## src/rtl/mem_arbiter_pkg.sv

```systemverilog
// Shared types for the unified-memory arbiter.
//   state_e : arbiter FSM states (IDLE / ACCESS)
//   owner_e : which requester owns the current access (IF / DM)
//   word_align() : clears the byte-offset bits of a byte address
package mem_arbiter_pkg;

    typedef enum logic {
        ST_IDLE   = 1'b0,
        ST_ACCESS = 1'b1
    } state_e;

    typedef enum logic {
        OWN_IF = 1'b0,
        OWN_DM = 1'b1
    } owner_e;

    localparam logic [31:0] WORD_MASK = 32'hFFFF_FFFC;

    function automatic logic [31:0] word_align(input logic [31:0] byte_addr);
        return byte_addr & WORD_MASK;
    endfunction

endpackage

```

## src/rtl/mem_arbiter_sat_counter.sv

```systemverilog
// Saturating up-counter with synchronous clear.
//   clk, reset : clock, synchronous active-high reset
//   inc        : count up by one (ignored once count reaches MAX)
//   clr        : clear to zero (takes priority over inc)
//   count      : current value
//   at_max     : count == MAX
module sat_counter #(
    parameter int unsigned WIDTH = 3,
    parameter int unsigned MAX   = 4
) (
    input  logic             clk,
    input  logic             reset,
    input  logic             inc,
    input  logic             clr,
    output logic [WIDTH-1:0] count,
    output logic             at_max
);

    logic [WIDTH-1:0] count_q;

    assign at_max = (count_q == WIDTH'(MAX));
    assign count  = count_q;

    always_ff @(posedge clk) begin
        if (reset) begin
            count_q <= '0;
        end else if (clr) begin
            count_q <= '0;
        end else if (inc && !at_max) begin
            count_q <= count_q + WIDTH'(1);
        end
    end

endmodule

```

## src/rtl/mem_arbiter.sv

```systemverilog
// Arbiter sharing one single-port, fixed-latency memory between the fetch
// stage (IF, read-only) and the memory stage (DM, read/write). DM wins by
// default; after STARVE_LIMIT blocked IF cycles the IF request wins once.
//   clk, reset                      : clock, synchronous active-high reset
//   if_req/if_addr                  : fetch request, held until if_gnt
//   if_gnt/if_done/if_rdata         : fetch accept pulse, completion pulse, data
//   dm_req/dm_we/dm_addr/dm_wdata   : data request, held until dm_gnt
//   dm_gnt/dm_done/dm_rdata         : data accept pulse, completion pulse, read data
//   mem_en/mem_we/mem_addr/mem_wdata: memory access (word-aligned address)
//   mem_rdata                       : memory read data, sampled at end of access
//   busy                            : an access is in progress
module mem_arbiter
    import mem_arbiter_pkg::*;
#(
    parameter int unsigned MEM_LATENCY  = 2,
    parameter int unsigned STARVE_LIMIT = 4
) (
    input  logic        clk,
    input  logic        reset,
    input  logic        if_req,
    input  logic [31:0] if_addr,
    output logic        if_gnt,
    output logic        if_done,
    output logic [31:0] if_rdata,
    input  logic        dm_req,
    input  logic        dm_we,
    input  logic [31:0] dm_addr,
    input  logic [31:0] dm_wdata,
    output logic        dm_gnt,
    output logic        dm_done,
    output logic [31:0] dm_rdata,
    output logic        mem_en,
    output logic        mem_we,
    output logic [31:0] mem_addr,
    output logic [31:0] mem_wdata,
    input  logic [31:0] mem_rdata,
    output logic        busy
);

    localparam int unsigned     LAT_W    = $clog2(MEM_LATENCY + 1);
    localparam int unsigned     STV_W    = $clog2(STARVE_LIMIT + 1);
    localparam logic [LAT_W-1:0] LAT_LOAD = LAT_W'(MEM_LATENCY - 1);

    state_e            state_q;
    owner_e            owner_q;
    logic [LAT_W-1:0]  lat_q;
    logic              we_q;
    logic [31:0]       addr_q;
    logic [31:0]       wdata_q;
    logic              if_done_q;
    logic              dm_done_q;
    logic [31:0]       if_rdata_q;
    logic [31:0]       dm_rdata_q;

    logic [STV_W-1:0]  starve_cnt;
    logic              starve_at_max;
    logic              if_starved;
    logic              idle;
    logic              grant_if;
    logic              grant_dm;

    // Grants are decided in the same IDLE cycle as the request so the
    // pipeline sees gnt without an extra bubble; held low during reset.
    always_comb begin
        idle       = (state_q == ST_IDLE) && !reset;
        if_starved = (starve_cnt >= STV_W'(STARVE_LIMIT));
        grant_dm   = idle && dm_req && !(if_req && if_starved);
        grant_if   = idle && if_req && !grant_dm;
    end

    // Counts consecutive cycles an IF request is left waiting.
    sat_counter #(
        .WIDTH (STV_W),
        .MAX   (STARVE_LIMIT)
    ) u_starve (
        .clk    (clk),
        .reset  (reset),
        .inc    (if_req && !grant_if && !starve_at_max),
        .clr    (grant_if || !if_req),
        .count  (starve_cnt),
        .at_max (starve_at_max)
    );

    always_ff @(posedge clk) begin
        if (reset) begin
            state_q    <= ST_IDLE;
            owner_q    <= OWN_IF;
            lat_q      <= '0;
            we_q       <= 1'b0;
            addr_q     <= '0;
            wdata_q    <= '0;
            if_done_q  <= 1'b0;
            dm_done_q  <= 1'b0;
            if_rdata_q <= '0;
            dm_rdata_q <= '0;
        end else begin
            if_done_q <= 1'b0;
            dm_done_q <= 1'b0;
            case (state_q)
                ST_IDLE: begin
                    if (grant_dm) begin
                        owner_q <= OWN_DM;
                        we_q    <= dm_we;
                        addr_q  <= word_align(dm_addr);
                        wdata_q <= dm_wdata;
                        lat_q   <= LAT_LOAD;
                        state_q <= ST_ACCESS;
                    end else if (grant_if) begin
                        owner_q <= OWN_IF;
                        we_q    <= 1'b0;
                        addr_q  <= word_align(if_addr);
                        wdata_q <= '0;
                        lat_q   <= LAT_LOAD;
                        state_q <= ST_ACCESS;
                    end
                end
                ST_ACCESS: begin
                    if (lat_q == '0) begin
                        state_q <= ST_IDLE;
                        if (owner_q == OWN_DM) begin
                            dm_done_q <= 1'b1;
                            if (!we_q) begin
                                dm_rdata_q <= mem_rdata;
                            end
                        end else begin
                            if_done_q  <= 1'b1;
                            if_rdata_q <= mem_rdata;
                        end
                    end else begin
                        lat_q <= lat_q - LAT_W'(1);
                    end
                end
                default: state_q <= ST_IDLE;
            endcase
        end
    end

    assign if_gnt    = grant_if;
    assign dm_gnt    = grant_dm;
    assign if_done   = if_done_q;
    assign dm_done   = dm_done_q;
    assign if_rdata  = if_rdata_q;
    assign dm_rdata  = dm_rdata_q;
    assign mem_en    = (state_q == ST_ACCESS);
    assign busy      = (state_q == ST_ACCESS);
    assign mem_we    = mem_en && we_q;
    assign mem_addr  = addr_q;
    assign mem_wdata = wdata_q;

endmodule

```

## config.mk

```make
export PLATFORM = sky130hd
export DESIGN_NAME = mem_arbiter
export DESIGN_NICKNAME = d
export VERILOG_FILES = /design/src/rtl/mem_arbiter_pkg.sv /design/src/rtl/mem_arbiter_sat_counter.sv /design/src/rtl/mem_arbiter.sv
export SDC_FILE = /design/constraint.sdc
export NUM_CORES = 1
export LEC_CHECK = 0
export ABC_AREA = 1
export BUFFER_PORTS_ARGS = -buffer_cell sky130_fd_sc_hd__buf_2
export CAP_MARGIN = 20
export CORE_MARGIN = 1
export CORE_UTILIZATION = 46
export CTS_CLUSTER_SIZE = 14
export DETAILED_ROUTE_END_ITERATION = 16
export PLACE_DENSITY_LB_ADDON = 0.1
export SLEW_MARGIN = 10
export SYNTH_ARGS = -nofsm -noshare
export SYNTH_HDL_FRONTEND = slang
export SYNTH_HIERARCHICAL = 1
export SYNTH_SLANG_ARGS = --single-unit
```

## constraint.sdc

```tcl
create_clock -name clk -period 2.38 [get_ports clk]
set_clock_uncertainty 0.15 [all_clocks]
set_input_delay 0.238 -clock clk [delete_from_list [all_inputs] [get_ports clk]]
set_output_delay 0.238 -clock clk [all_outputs]
set_load 0.02 [all_outputs]
```

==> flow_summary.ini <==
[clocking]
cts.clk_slew.worst_paths_ns = 0.05
clock_latency_ns = 0.41
cts_setup_buffers = 0
clockBufferDepth = 2
cts_buffers = 17
cts_tree = yes
clock-root-buffer = clkbuf_16
cts_sinks = 136
h-tree-depth = 4

[hold_path]
worstHoldEndpoint = mem_addr[20]
hold_class = in -> reg
min_path_cells = 5
hp-start = dm_addr[20]

[floorplan]
rows = 39
die_h_um = 111
dieArea_um2 = 12200
num_io_pins = 268
initial_utilization = 0.473
coreArea_um2 = 11500
die_x_um = 111

[finish]
fin_cells = 1204
drive_above_1_share = 0.298
fin_area_um2 = 8160
antenna_cells = 0
area_delta_synth_final_pct = 50.5
nets = 1185

[setup_path]
critPathArrivalTime_ns = 1.79
cpMaxStageDelayCell = dfxtp_1
critPathMaxStageDelay_ns = 0.49
r2r_cells = 10
reg2reg_slack_ns = 0.39
crit_chain = nor2_4 -> nand3_2 -> clkinv_2 -> buf_2
rr_startpoint = u_starve/count[2]
cp_max_fo = 21
path_class = reg -> out
cp_data_required_time_ns = 1.99
rr_endpoint = u_starve/count[2]
end_kind = output port
cp-start-kind = flip-flop

[sta]
finalHoldViolCount = 0
setup_viol = 0
timing_worst_slew_pin_value_ns = 0.626
period_needed_ns = 2.18
timing.final.max_slew_violations = 0
fin_crit_sh = 0.915
whs_ns = 0.00523
slew_headroom = 0.582
fmax_mhz = 459
rsz0062_at_grt = no
tns_ns = 0

[synth]
ys_warn_count = 6
synthCells = 734
yosys.area.top_type_share = 0.502
synth.most_common_cell = nor2_1
ys_types = 22
avgSynthCellArea_um2 = 7.39
synth_largest_area_cell = dfxtp_1
synth_ff_type = dfxtp_1
synth_common_cells = 139 x nor2_1, 136 x dfxtp_1, 128 x nand3_1
netlist_area_um2 = 5420
synth_seq_area_share = 0.502
synth-seq-cells = 136
synth_enable_flop_cells = 0
synth-async-reset-ratio = 0
synth_area_leaders = dfxtp_1 50%, nand3_1 12%, nor2_1 9.6%, o21ai_0 5.7%, nand2_1 5.5%

[placed_design]
hpwl_mm = 10.3
io_buffers = 261
gp_congestion = 0.803
dp_cells = 1093
placed_area_um2 = 6790

[power_and_ir_drop]
p_switching_w = 0.00158
p_clk_frac = 0.422
leakagePower_nw = 4.28
p_comb_frac = 0.162
swShare = 0.266
power_frac_seq = 0.417
power.density_nw_per_um2 = 729
fin_total_pwr_w = 0.00595
cellInternalPower_w = 0.00437
max-vdd-ir-drop_v = 0.000552

[routing]
via_count = 6079
drt-initial-drc-count = 442
avgRoutedWirePerCell_um = 14.0
via_per_inst = 5.05
wl_mm = 16.8
postRouteAntennaNets = 0
drc_errors = 0
dr.pass1.iters = 5

[global_routing]
globalRoute.busiestLayer = met2
grt_max_degree = 60
grt_util_all_layers = 0.278
grt_util_met2 = 0.463
grt_pass1_vias = 5732
grt_antenna_before_repair = 0
met3_usage = 0.0785
grt_util_met1 = 0.326
grt_remaining_overflow = 0
grt_pass1_wl_mm = 27.7

[outcome]
outcome = completed

[job]
maxCapViolations = 0
==> worst max-delay path: cells and delay by family (launching register included) <==
family,cells,cell delay [ns]
buffers and inverters,2,0.57
DFF,1,0.49
and+or+nand+nor,2,0.30
==> layout make-up <==
class | count | area [um^2]
clock inverter | 6 | 63.8
clock buffer | 25 | 505
fill | 953 | 3310
inverter | 48 | 181
tap | 143 | 179
timing repair buffer | 357 | 2250
multi-input combinational | 489 | 2260
sequential | 136 | 2720
==> registers in the layout (all words and copies together), names as in the netlist <==
signal / cells
u_starve/count: 3
mem_wdata: 32
owner_q: 1
lat_q: 2
dm_rdata: 32
if_rdata: 32
we_q: 1
dm_done: 1
if_done: 1
busy: 1
mem_addr: 30
==> power groups by stage <==
stage,Sequential (W),Clock [W],Combinational (W)
final,0.00248,0.00251,0.000961
after global routing,0.00250,0.00266,0.00105
after CTS,0.00248,0.00254,0.000956
after detailed placement,0.00252,0,0.000851
after global placement,0.00252,0,0.000847
after floorplan,0.00268,0,0.000355
==> stage by stage <==
step / utilization / worst slack [ns]
after CTS: 0.712 / 0.104
final: 0.712 / 0.201
after global routing: 0.712 / 0.0465
after floorplan: - / 0.578
after detailed placement: 0.592 / 0.390
after global placement: 0.592 / 0.414
==> kinds of logic (layout without fill, tap and decap cells) <==
| logic type | Yosys count | in the layout | share of synthesized area |
|---|---|---|---|
| adders and majority gates | 3 | 3 | 0.00692 |
| DFF | 136 | 136 | 0.502 |
| and+or+nand+nor | 383 | 383 | 0.313 |
| AOI/OAI and AO/OA | 101 | 101 | 0.0932 |
| buffers and inverters | 110 | 436 | 0.0840 |
| other | 1 | 2 | 0.000692 |
==> worst max path at each step <==
stage | start | to | slack [ns] | depth (start not counted)
6_report | busy | dm_gnt | 0.20 | 4
5_1_grt | busy | dm_gnt | 0.05 | 4
4_1_cts | busy | dm_gnt | 0.10 | 4
3_5_place_dp | if_req | u_starve/count[2] | 0.39 | 11
3_3_place_gp | if_req | u_starve/count[2] | 0.41 | 11
2_1_floorplan | busy | u_starve/count[2] | 0.58 | 10
==> cells in the final DEF (no fill, tap or decap), types with 2 or more instances in the layout <==
cell	count
nor2_1	139
inv_2	3
ha_1	3
clkinv_2	3
clkbuf_16	17
buf_4	14
buf_12	2
nand2_2	2
clkinvlp_4	2
dfxtp_1	136
nand4_1	31
o21ai_0	62
a21oi_1	36
nand2_1	78
dlygate4sd3_1	80
o21ai_1	3
nand3_1	127
inv_1	44
clkbuf_8	5
buf_2	261
conb_1	2
clkbuf_1	3
==> routing by layer <==
metal / vias up / share of wire
met3: 45 / 0.074
met2: 293 / 0.47
met4: 0 / 0.033
met1: 2707 / 0.42
li1: 3034 / -
met5: - / 0
==> what timing repair did <==
item	in CTS	in global routing
resized for setup	0	1
endpoints found under the hold margin	112	0
setup endpoints to repair	0	1
hold buffers	80	0
Power figures use the tool's default switching activity.
